## config.mk

```make
export PLATFORM = sky130hd
export DESIGN_NAME = spi_flash_controller
export DESIGN_NICKNAME = d
export VERILOG_FILES = /design/src/rtl/spi_flash_controller.sv
export SDC_FILE = /design/constraint.sdc
export NUM_CORES = 1
export LEC_CHECK = 0
export ABC_AREA = 1
export CAP_MARGIN = 25
export CELL_PAD_IN_SITES_DETAIL_PLACEMENT = 1
export CELL_PAD_IN_SITES_GLOBAL_PLACEMENT = 1
export CORE_MARGIN = 5
export CORE_UTILIZATION = 38
export DETAILED_ROUTE_END_ITERATION = 7
export PLACE_DENSITY = 0.75
export REMOVE_ABC_BUFFERS = 1
export SLEW_MARGIN = 30
export SYNTH_ARGS = -nofsm -noshare
export SYNTH_HDL_FRONTEND = slang
export SYNTH_SLANG_ARGS = --single-unit
export TNS_END_PERCENT = 50
```

## constraint.sdc

```tcl
create_clock -name clk_in -period 2.95 [get_ports clk_in]
set_input_delay 0.59 -clock clk_in [delete_from_list [all_inputs] [get_ports clk_in]]
set_output_delay 0.59 -clock clk_in [all_outputs]
set_load 0.1 [all_outputs]
```

## src/rtl/spi_flash_controller.sv

```systemverilog
// SPI master that serves instruction fetches from a serial flash and data
// accesses to a serial PSRAM over one shared mode-0 bus.

package spi_flash_pkg;
    typedef enum logic [1:0] {
        TYPE_IMEM_READ  = 2'd0,
        TYPE_DMEM_READ  = 2'd1,
        TYPE_DMEM_WRITE = 2'd2,
        TYPE_RESERVED   = 2'd3
    } mem_type_t;
endpackage

module spi_flash_controller
    import spi_flash_pkg::*;
(
    input  logic        clk_in,
    input  logic        reset_in,
    output logic        sclk_out,
    output logic        flash_cs_out,
    output logic        psram_cs_out,
    output logic        mosi_out,
    input  logic        miso_in,
    input  logic [15:0] addr_in,
    input  logic        addr_valid_in,
    input  mem_type_t   mem_type_in,
    input  logic [7:0]  psram_data_in,
    output logic [15:0] flash_data_out,
    output logic        flash_data_valid_out,
    output logic [7:0]  psram_data_out,
    output logic        psram_data_valid_out,
    output logic        busy_out
);

    typedef enum logic {
        IDLE,
        SHIFT
    } state_t;

    state_t      state;
    mem_type_t   cur_type;
    logic [47:0] tx_shift;
    logic [15:0] rx_shift;
    logic [5:0]  bits_left;

    logic        accept;
    logic [47:0] tx_frame;
    logic [15:0] rx_next;

    assign accept  = (state == IDLE) && addr_valid_in && (mem_type_in != TYPE_RESERVED);
    assign rx_next = {rx_shift[14:0], miso_in};

    // Frames are MSB-aligned in a 48-bit shifter; 40-bit PSRAM frames leave
    // the bottom byte unused since the bit counter stops before reaching it.
    always_comb begin
        tx_frame = '0;
        case (mem_type_in)
            TYPE_IMEM_READ:  tx_frame = {8'h03, 7'b0, addr_in, 1'b0, 16'h0000};
            TYPE_DMEM_READ:  tx_frame = {8'h03, 8'h00, addr_in, 8'h00, 8'h00};
            TYPE_DMEM_WRITE: tx_frame = {8'h02, 8'h00, addr_in, psram_data_in, 8'h00};
            default:         tx_frame = '0;
        endcase
    end

    always_ff @(posedge clk_in or negedge reset_in) begin
        if (!reset_in) begin
            state                <= IDLE;
            cur_type             <= TYPE_IMEM_READ;
            tx_shift             <= '0;
            rx_shift             <= '0;
            bits_left            <= '0;
            sclk_out             <= 1'b0;
            flash_cs_out         <= 1'b1;
            psram_cs_out         <= 1'b1;
            mosi_out             <= 1'b0;
            busy_out             <= 1'b0;
            flash_data_out       <= 16'h0000;
            flash_data_valid_out <= 1'b0;
            psram_data_out       <= 8'h00;
            psram_data_valid_out <= 1'b0;
        end else begin
            flash_data_valid_out <= 1'b0;
            psram_data_valid_out <= 1'b0;
            case (state)
                IDLE: begin
                    if (accept) begin
                        state        <= SHIFT;
                        cur_type     <= mem_type_in;
                        busy_out     <= 1'b1;
                        sclk_out     <= 1'b0;
                        mosi_out     <= tx_frame[47];
                        tx_shift     <= {tx_frame[46:0], 1'b0};
                        rx_shift     <= '0;
                        bits_left    <= (mem_type_in == TYPE_IMEM_READ) ? 6'd47 : 6'd39;
                        flash_cs_out <= (mem_type_in != TYPE_IMEM_READ);
                        psram_cs_out <= (mem_type_in == TYPE_IMEM_READ);
                    end
                end
                SHIFT: begin
                    if (!sclk_out) begin
                        sclk_out <= 1'b1;
                    end else begin
                        // End of the high phase: sample, then either move to the
                        // next bit or close the frame on this same edge.
                        sclk_out <= 1'b0;
                        rx_shift <= rx_next;
                        if (bits_left == 6'd0) begin
                            state        <= IDLE;
                            busy_out     <= 1'b0;
                            mosi_out     <= 1'b0;
                            flash_cs_out <= 1'b1;
                            psram_cs_out <= 1'b1;
                            if (cur_type == TYPE_IMEM_READ) begin
                                flash_data_out       <= {rx_next[7:0], rx_next[15:8]};
                                flash_data_valid_out <= 1'b1;
                            end else if (cur_type == TYPE_DMEM_READ) begin
                                psram_data_out       <= rx_next[7:0];
                                psram_data_valid_out <= 1'b1;
                            end
                        end else begin
                            bits_left <= bits_left - 6'd1;
                            mosi_out  <= tx_shift[47];
                            tx_shift  <= {tx_shift[46:0], 1'b0};
                        end
                    end
                end
                default: state <= IDLE;
            endcase
        end
    end

endmodule

```

==> flow_summary.yaml <==
outcome:
  status: "finished clean"
layout:
  finalNetCount: 608
  drive_above_1_share_pct: 16.70
  nFillCells: 1354
  instances_no_fill: 724
  num_antenna_cells: 0
  multiInputGateArea_sq_mm: 0.001742
  seq_area_sq_mm: 0.002355
  syn2layout_area_growth_pct: 20.10
drt:
  vias: 3610
  drt-pass1-iter-count: 4
  via_per_inst: 4.986
  drc: 0
  drtAntennaViolNets: 0
  drt_iter0_markers: 173
  wl_microns: 10920
  routedWlPerCell_microns: 15.08
synth:
  netlist_instances: 526
  yosysWarnings: 0
  avgSynthCellArea_sq_um: 8.473
  synthTopCellsByArea: "dfrtp_1, nand2_1, nand3_1"
  synth.distinct_cells: 30
  synth_area_sq_mm: 0.004457
  yosysTopAreaCell: "dfrtp_1"
  yosysMostFrequentCell: "nand2_1"
  ys_ff_latch: 94
  synth_edf_count: 0
  ys_seq_area_share_pct: 52.84
  synthFlopType: "dfrtp_1"
  synthArstFlopShare_pct: 100.0
  synth_top_area_share_pct: 51.66
  synth_common_cells: "nand2_1, dfrtp_1, nand3_1"
setup_path:
  start_kind: "input pin"
  worst_ep_required_time_ps: 3200
  reg2reg_from: "state"
  path_class: "in -> reg"
  cp-end-kind: "flop"
  worstRegToRegCells: 7
  cp_max_fo: 17
  reg2reg_to: "tx_shift[12]"
  rrSetupSlack_ps: 870
  arrival_ps: 2370
timing:
  tightestPinTransition_ps: 921.8
  max-slew-margin-rel_pct: 38.55
  finalHoldViolCount: 0
  fin_crit_ps: 2114
  rsz0062_at_grt: "false"
  skew_ps: 8.340
  post-route-period-util_pct: 71.65
  fmax_ghz: 0.4731
  setup_viol: 0
  slew_viol_final: 0
global_routing:
  grt_pass1_wl_microns: 19040
  grt_max_degree: 50
  grt_pass1_vias: 3930
  grt.overflow.total: 0
  antenna_found_initial: 0
  track_usage_pct: 16.29
die:
  die_area_sq_mm: 0.01399
  ioPinCount: 61
  die_y_microns: 118.3
  rows: 39
  core_sq_mm: 0.01147
  chipWidth_microns: 118.3
  initial_core_util_pct: 38.87
clock_network:
  clk_pin_slew_worst_paths_ps: 70
  clockBufferDepth: 2
  cts_tree: "done"
  clock-sinks: 94
  cts_buffers: 9
  clk_latency_ps: 350
  holdBufCountCts: 0
  cts_setup_buffers: 0
  cts-root-buf: "clkbuf_16"
  cts_resized: 0
  htree_levels: 3
pwr:
  powerDensity_mw_per_mm2: 1295
  p_leak_nw: 2.641
  fin_total_pwr_mw: 6.932
  vdd_drop_max_mv: 1.057
placed_design:
  dp_hpwl_microns: 7462
  gp_congestion: 0.7824
  place_inst: 708
  port_buffers: 60
worst_hold_path:
  hold_path_class: "in -> async"
run:
  cap_violations: 0
-- layout make-up --
class	count	share of cell area (%)
Inverter	45	3.156
Sequential cell	94	43.99
Timing Repair Buffer	68	11.08
Multi-Input combinational cell	358	32.54
Tap cell	143	3.343
Clock buffer	10	4.278
Clock inverter	6	1.613
-- worst max-delay path: stages --
cell	delay (ps)
clkdlybuf4s50_1	520
buf_4	240
inv_1	250
nor3_2	420
a21boi_0	140
o21ai_0	200
-- worst max path at each step --
stage                   startpoint      endpoint  slack (ps)  depth (start not counted)
floorplan                    state  bits_left[3]         -20                          7
global placement    mem_type_in[1]  tx_shift[12]         530                          6
detailed placement  mem_type_in[1]  tx_shift[11]         450                          6
CTS                 mem_type_in[1]  tx_shift[12]         820                          6
global route        mem_type_in[1]  tx_shift[11]         630                          6
finish              mem_type_in[1]  tx_shift[12]         840                          6
-- through the flow --
step | utilization, % | setup slack (ps) | setup TNS (ps) | hold slack (ps) | area, sq um
after floorplan | - | -19.12 | -325.8 | 294.4 | 4265
after global placement | 43.93 | 534.9 | 0 | 455.5 | 5037
after detailed placement | 43.93 | 454.8 | 0 | 465.7 | 5037
after CTS | 46.68 | 820.5 | 0 | 272.4 | 5353
after global routing | 46.68 | 631.2 | 0 | 316.2 | 5353
final | 46.68 | 836.3 | 0 | 267.0 | 5353
-- cell usage in the layout, fill, tap and decap left out --
cell             Yosys  layout
a21boi_0             7       7
a21oi_1              1       1
a22oi_1              1       1
buf_12               0       1
buf_4                4      39
bufinv_16            0       2
clkbuf_1             5       1
clkbuf_16            0       9
clkdlybuf4s50_1      0      28
clkinv_2             0       2
clkinv_4             0       1
clkinvlp_4           0       1
dfrtp_1             92      92
dfstp_2              2       2
ha_1                 2       2
inv_1               45      45
nand2_1            188     188
nand2_2             15      15
nand2_4              2       2
nand3_1             53      53
nand3_2              2       2
nand3_4              1       1
nand4_1              7       7
nor2_1               7       7
nor2_2               1       1
nor2_4               1       1
nor3_1               1       1
nor3_2               1       1
o21ai_0             23      23
o21ai_1             12      12
o21ai_2             16      16
o22ai_1             15      15
or2_2                0       1
xor2_1               1       1
-- metal layers --
layer	up-vias	routed length (microns)	global-route usage [%]
met5	-	0	0
met2	68	4899	25.74
met4	0	114	4.373
met1	1744	5364	21.93
li1	1789	-	-
met3	9	540	4.776
-- power by group --
group / internal (mW) / leakage, nW / switching, mW / total [mW]
registers: 1.82 / 1.24 / 0.311 / 2.13
clock network: 0.741 / 0.152 / 0.493 / 1.23
logic: 0.866 / 1.25 / 2.70 / 3.57
total: 3.42 / 2.64 / 3.51 / 6.93
-- state kept, by name, indices dropped and copies added, names as in the netlist --
register,cells
flash_data_out,16
psram_data_valid_out,1
mosi_out,1
bits_left,6
flash_data_valid_out,1
flash_cs_out,1
psram_data_out,8
sclk_out,1
tx_shift,39
rx_shift,15
busy_out,1
state,1
psram_cs_out,1
cur_type,2
-- logic make-up after synthesis --
group / count (synthesis) / share of synthesized area (%)
compound gates: 75 / 10.64
xor+xnor: 1 / 0.1966
fa+ha+maj: 2 / 0.5614
buf+inv: 74 / 8.085
flops: 94 / 52.84
simple gates: 280 / 27.68
(Power assumes the default switching activity.)
